File: config.mk
export PLATFORM = sky130hd
export DESIGN_NAME = uart_tx_arbiter_flat
export DESIGN_NICKNAME = d
export VERILOG_FILES = /design/src/rtl/uart_tx_arbiter_if.sv /design/src/rtl/uart_tx_arbiter.sv /design/src/flat_wrapper.sv
export SDC_FILE = /design/constraint.sdc
export NUM_CORES = 1
export LEC_CHECK = 0
export BUFFER_PORTS_ARGS = -buffer_cell sky130_fd_sc_hd__buf_2
export CORE_ASPECT_RATIO = 0.5
export CORE_MARGIN = 1.5
export CORE_UTILIZATION = 30
export CTS_CLUSTER_SIZE = 30
export DETAILED_ROUTE_END_ITERATION = 8
export PLACE_DENSITY_LB_ADDON = 0.15
export SETUP_SLACK_MARGIN = 0.02
export SKIP_LAST_GASP = 1
export SLEW_MARGIN = 0
export SYNTH_ARGS = -nofsm -noshare
export SYNTH_HDL_FRONTEND = slang
export SYNTH_SLANG_ARGS = --single-unit
File: constraint.sdc
create_clock -name clk -period 1.9 [get_ports clk]
set_input_delay 0.19 -clock clk [delete_from_list [all_inputs] [get_ports clk]]
set_output_delay 0.19 -clock clk [all_outputs]
set_load 0.005 [all_outputs]
File: src/rtl/uart_tx_arbiter_if.sv
// Handshake bundle between the byte-stream requesters, the shared UART
// transmitter and the round-robin arbiter that sits between them.
`timescale 1ns/1ps
interface uart_tx_arbiter_if #(
   parameter int NUM_REQ   = 4,
   parameter int DATA_BITS = 8
);
   localparam int GID_W = $clog2(NUM_REQ);

   logic [NUM_REQ-1:0]           req_valid;
   logic [NUM_REQ*DATA_BITS-1:0] req_data;
   logic [NUM_REQ-1:0]           req_last;
   logic [NUM_REQ-1:0]           req_ready;
   logic                         tx_start;
   logic [DATA_BITS-1:0]         tx_data;
   logic                         tx_busy;
   logic                         grant_active;
   logic [GID_W-1:0]             grant_id;
   logic                         timeout_pulse;

   modport master (
      output req_valid, req_data, req_last, tx_busy,
      input  req_ready, tx_start, tx_data, grant_active, grant_id, timeout_pulse
   );

   modport slave (
      input  req_valid, req_data, req_last, tx_busy,
      output req_ready, tx_start, tx_data, grant_active, grant_id, timeout_pulse
   );
endinterface

File: src/rtl/uart_tx_arbiter.sv
// Round-robin sharing of one UART transmitter among NUM_REQ byte streams,
// with packet-long grants and a stall timeout that frees a silent owner.
`timescale 1ns/1ps
module uart_tx_arbiter #(
   parameter int NUM_REQ   = 4,
   parameter int DATA_BITS = 8,
   parameter int TIMEOUT   = 255
) (
   input  logic             clk,
   input  logic             reset_n,
   uart_tx_arbiter_if.slave bus
);
   localparam int GID_W = $clog2(NUM_REQ);
   localparam int SW    = GID_W + 1;
   localparam int TO_W  = (TIMEOUT > 0) ? $clog2(TIMEOUT + 1) : 1;
   localparam logic [TO_W-1:0]  TO_LAST = (TIMEOUT > 0) ? TO_W'(TIMEOUT - 1) : {TO_W{1'b0}};
   localparam logic [GID_W-1:0] GID_MAX = GID_W'(NUM_REQ - 1);

   typedef enum logic [1:0] {
      IDLE      = 2'd0,
      SEND      = 2'd1,
      WAIT_BUSY = 2'd2,
      WAIT_DONE = 2'd3
   } state_t;

   state_t               state_r;
   logic [GID_W-1:0]     rr_ptr_r;
   logic [GID_W-1:0]     grant_id_r;
   logic                 grant_active_r;
   logic                 tx_start_r;
   logic                 timeout_pulse_r;
   logic                 last_r;
   logic [DATA_BITS-1:0] tx_data_r;
   logic [TO_W-1:0]      to_cnt_r;

   logic [DATA_BITS-1:0] req_bytes_s [NUM_REQ];
   logic [SW-1:0]        pick_s;
   logic                 send_open_s;
   logic                 xfer_s;
   logic [GID_W-1:0]     next_ptr_s;
   logic [NUM_REQ-1:0]   ready_s;

   // Returns {found, index}; scanning downward lets the closest index to ptr win.
   function automatic logic [SW-1:0] rr_pick(input logic [NUM_REQ-1:0] valid,
                                             input logic [GID_W-1:0]   ptr);
      logic [SW-1:0] res;
      logic [SW-1:0] idx;
      res = {SW{1'b0}};
      for (int k = NUM_REQ - 1; k >= 0; k--) begin
         idx = {1'b0, ptr} + SW'(k);
         if (idx >= SW'(NUM_REQ)) begin
            idx = idx - SW'(NUM_REQ);
         end
         if (valid[idx[GID_W-1:0]]) begin
            res = {1'b1, idx[GID_W-1:0]};
         end
      end
      return res;
   endfunction

   // Unpack the flat requester byte bus
   always_comb begin
      for (int i = 0; i < NUM_REQ; i++) begin
         req_bytes_s[i] = bus.req_data[i*DATA_BITS +: DATA_BITS];
      end
   end

   assign pick_s      = rr_pick(bus.req_valid, rr_ptr_r);
   assign send_open_s = (state_r == SEND) && !bus.tx_busy;
   assign xfer_s      = send_open_s && bus.req_valid[grant_id_r];
   assign next_ptr_s  = (grant_id_r == GID_MAX) ? {GID_W{1'b0}} : grant_id_r + GID_W'(1);

   // Only the owner is ever readied, and only while the transmitter is idle
   always_comb begin
      ready_s = {NUM_REQ{1'b0}};
      if (send_open_s) begin
         ready_s[grant_id_r] = 1'b1;
      end else begin
         ready_s = {NUM_REQ{1'b0}};
      end
   end

   // Arbitration / launch sequencer with registered outputs
   always_ff @(posedge clk or negedge reset_n) begin
      if (!reset_n) begin
         state_r         <= IDLE;
         rr_ptr_r        <= {GID_W{1'b0}};
         grant_id_r      <= {GID_W{1'b0}};
         grant_active_r  <= 1'b0;
         tx_start_r      <= 1'b0;
         timeout_pulse_r <= 1'b0;
         last_r          <= 1'b0;
         tx_data_r       <= {DATA_BITS{1'b0}};
         to_cnt_r        <= {TO_W{1'b0}};
      end else begin
         tx_start_r      <= 1'b0;
         timeout_pulse_r <= 1'b0;
         case (state_r)
            IDLE: begin
               if (pick_s[SW-1]) begin
                  grant_id_r     <= pick_s[GID_W-1:0];
                  grant_active_r <= 1'b1;
                  to_cnt_r       <= {TO_W{1'b0}};
                  state_r        <= SEND;
               end
            end
            SEND: begin
               // A transfer on the timeout edge wins over the release
               if (xfer_s) begin
                  tx_data_r  <= req_bytes_s[grant_id_r];
                  last_r     <= bus.req_last[grant_id_r];
                  tx_start_r <= 1'b1;
                  to_cnt_r   <= {TO_W{1'b0}};
                  state_r    <= WAIT_BUSY;
               end else if ((TIMEOUT != 0) && (to_cnt_r == TO_LAST)) begin
                  timeout_pulse_r <= 1'b1;
                  grant_active_r  <= 1'b0;
                  rr_ptr_r        <= next_ptr_s;
                  to_cnt_r        <= {TO_W{1'b0}};
                  state_r         <= IDLE;
               end else if (to_cnt_r != {TO_W{1'b1}}) begin
                  to_cnt_r <= to_cnt_r + TO_W'(1);
               end
            end
            WAIT_BUSY: begin
               if (bus.tx_busy) begin
                  state_r <= WAIT_DONE;
               end
            end
            WAIT_DONE: begin
               if (!bus.tx_busy) begin
                  if (last_r) begin
                     grant_active_r <= 1'b0;
                     rr_ptr_r       <= next_ptr_s;
                     state_r        <= IDLE;
                  end else begin
                     state_r <= SEND;
                  end
               end
            end
            default: begin
               grant_active_r <= 1'b0;
               state_r        <= IDLE;
            end
         endcase
      end
   end

   assign bus.req_ready     = ready_s;
   assign bus.tx_start      = tx_start_r;
   assign bus.tx_data       = tx_data_r;
   assign bus.grant_active  = grant_active_r;
   assign bus.grant_id      = grant_id_r;
   assign bus.timeout_pulse = timeout_pulse_r;
endmodule

File: src/flat_wrapper.sv
// flat-port wrapper written by rule: the top's interface ports become plain ports
module uart_tx_arbiter_flat 
#(
   parameter int NUM_REQ   = 4,
   parameter int DATA_BITS = 8,
   parameter int TIMEOUT   = 255
)
  (clk, reset_n, bus_req_valid, bus_req_data, bus_req_last, bus_tx_busy, bus_req_ready, bus_tx_start, bus_tx_data, bus_grant_active, bus_grant_id, bus_timeout_pulse);
  uart_tx_arbiter_if #(.NUM_REQ(NUM_REQ), .DATA_BITS(DATA_BITS)) bus_i ();
  input  logic clk;
  input  logic reset_n;
  input wire logic [$bits(bus_i.req_valid)-1:0] bus_req_valid;
  input wire logic [$bits(bus_i.req_data)-1:0] bus_req_data;
  input wire logic [$bits(bus_i.req_last)-1:0] bus_req_last;
  input wire logic [$bits(bus_i.tx_busy)-1:0] bus_tx_busy;
  output wire logic [$bits(bus_i.req_ready)-1:0] bus_req_ready;
  output wire logic [$bits(bus_i.tx_start)-1:0] bus_tx_start;
  output wire logic [$bits(bus_i.tx_data)-1:0] bus_tx_data;
  output wire logic [$bits(bus_i.grant_active)-1:0] bus_grant_active;
  output wire logic [$bits(bus_i.grant_id)-1:0] bus_grant_id;
  output wire logic [$bits(bus_i.timeout_pulse)-1:0] bus_timeout_pulse;
  assign bus_i.req_valid = bus_req_valid;
  assign bus_i.req_data = bus_req_data;
  assign bus_i.req_last = bus_req_last;
  assign bus_i.tx_busy = bus_tx_busy;
  assign bus_req_ready = bus_i.req_ready;
  assign bus_tx_start = bus_i.tx_start;
  assign bus_tx_data = bus_i.tx_data;
  assign bus_grant_active = bus_i.grant_active;
  assign bus_grant_id = bus_i.grant_id;
  assign bus_timeout_pulse = bus_i.timeout_pulse;
  uart_tx_arbiter #(.NUM_REQ(NUM_REQ), .DATA_BITS(DATA_BITS), .TIMEOUT(TIMEOUT)) u_core (.clk(clk), .reset_n(reset_n), .bus(bus_i));
endmodule
==> impl_metrics.csv, run 1 <==
group,metric,value,unit
critical_path,reg2reg_to,"u_core.rr_ptr_r[1]$_DFFE_PN0P_",
place,hpwl,2990,µm
flow_run,cap_violations,0,
power_and_ir_drop,vdd_drop_max,0.438,mV
global_route,grt_pass1_vias,1395,
drt,avgViaCountPerCell,4.98,
critical_path,required,2.06,ns
drt,routed_wl,3960,µm
global_route,grt_pass1_wl,6480,µm
critical_path,cp-start-kind,"flop",
global_route,gr-total-overflow,0,
floorplan,start_util,0.326,
critical_path,slowest_delay,0.57,ns
yosys,ys_seq_elements,26,
sta,tightest_slew,0.629,ns
critical_path,reg2regPathDepth,4,
yosys,synth_flop_cell,"dfrtp_1",
drt,first_pass_iters,4,
min_path,hp-start,"bus_tx_busy",
run_status,outcome,"finished, final reports clean",
floorplan,core_area,5130,µm²
yosys,postSynthCellCount,155,
yosys,ys_seq_area_frac,0.389,
cts,cts_max_path_buffers,2,
cts,clkLatencyLatePin,0.27,ns
critical_path,r2r-start,"u_core.bus.grant_id[1]$_DFFE_PN0P_",
sta,slew_headroom,0.581,
floorplan,die_area,6060,µm²
drt,ant_nets,0,
sta,rsz0062_at_grt,"false",
min_path,holdPathEnd,"u_core.state_r[0]$_DFFE_PN0P_",
final_layout,drive_above_1_share,0.447,
critical_path,path_buf_inv,0,
global_route,antenna_found_initial,0,
critical_path,cp_cell_sequence,"mux4_2, nor4_4, o21ai_2, mux2_1",
yosys,ys_types,39,
min_path,hold_path_depth,3,
final_layout,syn_to_final_growth,29.4,%
yosys,synth-edff-count,0,
sta,hold_violations,0,
floorplan,num_rows,18,
place,port_buffers,59,
place,routabilityCongestion,0.790,
cts,cts_tree,"built",
global_route,grt_max_degree,27,
critical_path,crit_type,"reg -> reg",
sta,skew,0.00458,ns
drt,wire_per_inst,13.8,µm
yosys,ys.warnings.count,0,
floorplan,ios,60,
min_path,hold_class,"in -> reg",
final_layout,fill_cells,509,
critical_path,cp.depth,4,
global_route,grtUsageTotal,0.137,
final_layout,fin_nets,267,
floorplan,die_w,109,µm
critical_path,arrival,1.97,ns
yosys,avgSynthCellArea,10.8,µm²
drt,drc,0,
cts,cts_sinks,26,
sta,finalSetupTns,0,ns
critical_path,rrSetupSlack,0.09,ns
power_and_ir_drop,p_total,0.00257,W
cts,cts_root_buf,"clkbuf_8",
floorplan,die_y,55.8,µm
critical_path,critPathMaxFanout,3,
sta,max_freq,0.553,GHz
critical_path,critPathSlowestCell,"mux4_2",
cts,cts_buffers,3,
sta,finalSetupViolCount,0,
sta,maxSlewViolCount,0,
drt,vias,1429,
power_and_ir_drop,power.leakage,0.981,nW
sta,timing.final.crit_share,0.951,
critical_path,cp_top_family,"multiplexers",
final_layout,antenna_cells,0,
critical_path,worst_setup_path_end_kind,"flop",
sta,fin_crit,1.81,ns
cts,cts.htree.levels,1,
power_and_ir_drop,pwr_density_cell,1190,nW/µm²
drt,drtIter0Drc,69,
yosys,syn_area,1670,µm²
yosys,async_flop_share,1.00,
yosys,synth_nets,204,
cts,clk_pin_slew_worst_paths,0.10,ns
final_layout,post-route-util,0.422,
-- synth_stat cells, types with 4 or more instances --
cell type	number	share of area
and2_1	5	0.019
clkbuf_1	4	0.0090
dfrtp_1	26	0.39
ha_1	6	0.045
inv_1	13	0.029
mux2_2	11	0.074
mux4_2	10	0.13
nand2_1	10	0.022
nand3_1	9	0.027
nor2_1	7	0.016
nor2b_1	4	0.015
o21ai_0	6	0.018
o221ai_1	4	0.021
-- worst register-to-register path, stage by stage (launching register included) --
cell and delay (ns):
dfrtp_1 0.38, mux4_2 0.57, nor4_4 0.29, o21ai_2 0.13, mux2_1 0.32
-- kinds of logic after synthesis --
kind of cell / synth area share
xor+xnor: 0.00523
fa+ha+maj: 0.0448
simple gates: 0.173
flops: 0.389
compound gates: 0.109
buf+inv: 0.0516
mux: 0.228
-- registers in the layout (all words and copies together), names as in the netlist, 2 cells and up, named ones only --
signal	count
u_core.to_cnt_r	8
u_core.bus.tx_data	8
u_core.bus.grant_id	2
u_core.rr_ptr_r	2
-- report_power, final --
group / internal (W) / leakage [nW] / switching [W] / total, W
registers: 0.000751 / 0.327 / 0.000167 / 0.000918
logic: 0.000623 / 0.619 / 0.000566 / 0.00119
clock network: 0.000282 / 0.0357 / 0.000186 / 0.000468
total: 0.00166 / 0.981 / 0.000919 / 0.00257
-- worst max path at each step --
stage,from,to
2_1_floorplan,u_core.bus.grant_id[1]$_DFFE_PN0P_,u_core.rr_ptr_r[0]$_DFFE_PN0P_
3_3_place_gp,u_core.bus.grant_id[1]$_DFFE_PN0P_,u_core.rr_ptr_r[1]$_DFFE_PN0P_
3_5_place_dp,u_core.bus.grant_id[1]$_DFFE_PN0P_,u_core.rr_ptr_r[1]$_DFFE_PN0P_
4_1_cts,u_core.bus.grant_id[1]$_DFFE_PN0P_,u_core.rr_ptr_r[1]$_DFFE_PN0P_
5_1_grt,u_core.to_cnt_r[0]$_DFFE_PN0P_,u_core.rr_ptr_r[0]$_DFFE_PN0P_
6_report,u_core.bus.grant_id[1]$_DFFE_PN0P_,u_core.rr_ptr_r[1]$_DFFE_PN0P_
-- per-stage QoR --
stage          hold slack [ns]  std cells  area, µm²  setup WS [ns]
2_1_floorplan           -0.106        155       1670         0.0761
3_3_place_gp             0.237        281       2060          0.128
3_5_place_dp             0.249        281       2060         0.0682
4_1_cts                  0.242        286       2140         0.0490
5_1_grt                  0.277        287       2170         0.0326
6_report                 0.261        287       2170         0.0932
-- routing by layer --
metal  up-vias  wire (µm)  global-route usage
met5         -          0                   0
met4         0         34              0.0564
met3         2        164              0.0304
met2        38       1880               0.216
met1       697       1880               0.182
li1        692          -                   -
-- cells in the final DEF, fill, tap and decap left out, types with 3 or more instances in the layout --
master,netlist,layout
nand2b_1,3,3
buf_4,1,6
buf_2,3,59
nor2_1,7,7
nand4_1,3,3
inv_1,13,13
nand2_1,10,10
nand3_1,9,9
and2_1,5,5
o21ai_0,6,6
ha_1,6,6
o221ai_1,4,4
dfrtp_1,26,26
nor2b_1,4,4
clkbuf_8,0,3
mux2_2,11,11
mux4_2,10,10
-- what timing repair did --
action | CTS | global route
setup buffers | 0 | 1
gates resized for setup | 0 | 3
hold endpoints to repair | 26 | 0
setup endpoints to repair | 0 | 2
hold buffers | 1 | 0
-- area by class of cell --
type                       count  area (µm²)  area share
clock buffer                   3        41.3      0.0191
clock inverter                 1        30.0      0.0139
timing repair buffer          66         350       0.162
sequential                    26         651       0.300
multi-input combinational    108         957       0.442
tap                           70        87.6      0.0404
inverter                      13        48.8      0.0225
No activity file was read; power rests on OpenSTA's default activity.
==> run 2: changes to the inputs <==
--- a/config.mk
+++ b/config.mk
@@ -11,6 +11,7 @@
 export CORE_UTILIZATION = 30
 export CTS_CLUSTER_SIZE = 30
 export DETAILED_ROUTE_END_ITERATION = 8
+export MAX_ROUTING_LAYER = met4
 export PLACE_DENSITY_LB_ADDON = 0.15
 export SETUP_SLACK_MARGIN = 0.02
 export SKIP_LAST_GASP = 1
==> run 2 against run 1 <==
- die area is the same
- clock skew hardly changed
- maximum frequency increased by 0.11%
- hold slack is essentially flat
- sequential power about the same
- clock-buffer cell count did not move
- routed wire length grew 0.15%
- via count grew 0.49%
- non-clock buffer count is the same
- critical endpoint unchanged
==> impl_metrics.csv, run 2 (synthesis results as in run 1) <==
group,metric,value,unit
run_status,outcome,"finished, final reports clean",
floorplan,die_y,55.8,µm
drt,drc,0,
flow_run,cap_violations,0,
final_layout,post-route-util,0.422,
critical_path,rrSetupSlack,0.1,ns
sta,hold_violations,0,
floorplan,start_util,0.326,
sta,tightest_slew,0.627,ns
critical_path,cp_top_family,"multiplexers",
floorplan,die_w,109,µm
cts,cts_max_path_buffers,2,
sta,finalSetupViolCount,0,
power_and_ir_drop,power.leakage,0.981,nW
cts,clkLatencyLatePin,0.27,ns
power_and_ir_drop,vdd_drop_max,0.438,mV
critical_path,crit_start,"u_core.bus.grant_id[1]$_DFFE_PN0P_",
global_route,grtUsageTotal,0.142,
floorplan,die_area,6060,µm²
critical_path,reg2regPathDepth,4,
place,place_inst,281,
global_route,grt_pass1_vias,1386,
critical_path,required,2.06,ns
critical_path,reg2reg_to,"u_core.rr_ptr_r[1]$_DFFE_PN0P_",
sta,rsz0062_at_grt,"false",
final_layout,syn_to_final_growth,29.4,%
critical_path,cp_cell_sequence,"mux4_2, nor4_4, o21ai_2, mux2_1",
critical_path,arrival,1.97,ns
cts,cts_tree,"built",
min_path,hold_class,"in -> reg",
critical_path,critPathMaxFanout,3,
sta,fin_crit,1.80,ns
global_route,grt_pass1_wl,6530,µm
place,routabilityCongestion,0.801,
place,hpwl,2990,µm
final_layout,fill_cells,509,
final_layout,regArea,651,µm²
sta,timing.final.crit_share,0.950,
power_and_ir_drop,pwr_density_cell,1190,nW/µm²
sta,skew,0.00450,ns
critical_path,r2r-start,"u_core.bus.grant_id[1]$_DFFE_PN0P_",
cts,cts_sinks,26,
cts,cts_buffers,3,
floorplan,core_area,5130,µm²
sta,finalSetupTns,0,ns
critical_path,path_buf_inv,0,
floorplan,num_rows,18,
drt,ant_nets,0,
cts,cts.htree.levels,1,
min_path,hp-start,"bus_tx_busy",
floorplan,ios,60,
sta,max_freq,0.554,GHz
sta,maxSlewViolCount,0,
sta,slew_headroom,0.582,
final_layout,final_cell_mix,"59 x buf_2, 26 x dfrtp_1, 13 x inv_1",
final_layout,layout.cells.non_filler,287,
critical_path,slowest_delay,0.57,ns
drt,first_pass_iters,4,
cts,clk_pin_slew_worst_paths,0.10,ns
drt,vias,1436,
final_layout,fin_nets,267,
drt,wire_per_inst,13.8,µm
global_route,gr-total-overflow,0,
place,port_buffers,59,
drt,routed_wl,3960,µm
cts,cts_root_buf,"clkbuf_8",
global_route,grt_max_degree,27,
critical_path,crit_type,"reg -> reg",
global_route,antenna_found_initial,0,
min_path,holdPathEnd,"u_core.state_r[0]$_DFFE_PN0P_",
final_layout,drive_above_1_share,0.447,
critical_path,cp-start-kind,"flop",
critical_path,critPathSlowestCell,"mux4_2",
final_layout,multiInputGateArea,957,µm²
min_path,hold_path_depth,3,
final_layout,antenna_cells,0,
critical_path,worst_setup_path_end_kind,"flop",
sta,whs,0.260,ns
final_layout,layout_commonest_cell,"buf_2",
drt,drtIter0Drc,73,
drt,avgViaCountPerCell,5.00,
==> run 2: cell counts in the layout (fill, tap and decap cells not counted) <==
Identical to the previous run, type by type.
==> run 2: routing by layer <==
| metal | global-route usage | up-vias | share of wire |
|---|---|---|---|
| met4 | 0.0489 | 0 | 0.012 |
| met5 | - | - | 0 |
| met1 | 0.185 | 696 | 0.47 |
| met3 | 0.0304 | 4 | 0.044 |
| li1 | - | 692 | - |
| met2 | 0.219 | 44 | 0.47 |
==> run 2: worst max path at each step <==
stage / to / slack, ns / cells past startpoint
4_1_cts: u_core.rr_ptr_r[1]$_DFFE_PN0P_ / 0.05 / 4
3_5_place_dp: u_core.rr_ptr_r[1]$_DFFE_PN0P_ / 0.07 / 4
2_1_floorplan: u_core.rr_ptr_r[0]$_DFFE_PN0P_ / 0.08 / 4
5_1_grt: u_core.rr_ptr_r[0]$_DFFE_PN0P_ / 0.03 / 7
3_3_place_gp: u_core.rr_ptr_r[1]$_DFFE_PN0P_ / 0.13 / 4
6_report: u_core.rr_ptr_r[1]$_DFFE_PN0P_ / 0.1 / 4
==> run 2: per-stage QoR <==
stage                     setup WS [ns]  power, W  area [µm²]
after floorplan                  0.0761   0.00170        1670
after global placement            0.128   0.00210        2060
after detailed placement         0.0682   0.00212        2060
after CTS                        0.0490   0.00260        2140
after global routing             0.0326   0.00277        2170
final                            0.0952   0.00257        2170
==> run 2: layout make-up <==
type	count	area share
multi-input cells	108	0.442
flip-flops and latches	26	0.300
repair buffers	66	0.162
well taps	70	0.0404
inverters	13	0.0225
clock buffers	3	0.0191
clock inverters	1	0.0139
==> run 2: what timing repair did <==
action	in CTS	in global routing
hold buffers	1	0
endpoints found under the setup margin	0	2
hold endpoints to repair	26	0
gates resized for setup	0	3
setup buffers	0	1
==> run 2: where the power goes <==
part	switching, W	internal [W]
Combinational	0.000566	0.000623
Clock	0.000186	0.000282
Sequential	0.000167	0.000751
Total	0.000919	0.00166
==> run 2: worst reg2reg max path, cell delays in order, from the launching register on <==
cell and delay [ns]:
dfrtp_1 0.38, mux4_2 0.57, nor4_4 0.29, o21ai_2 0.13, mux2_1 0.32
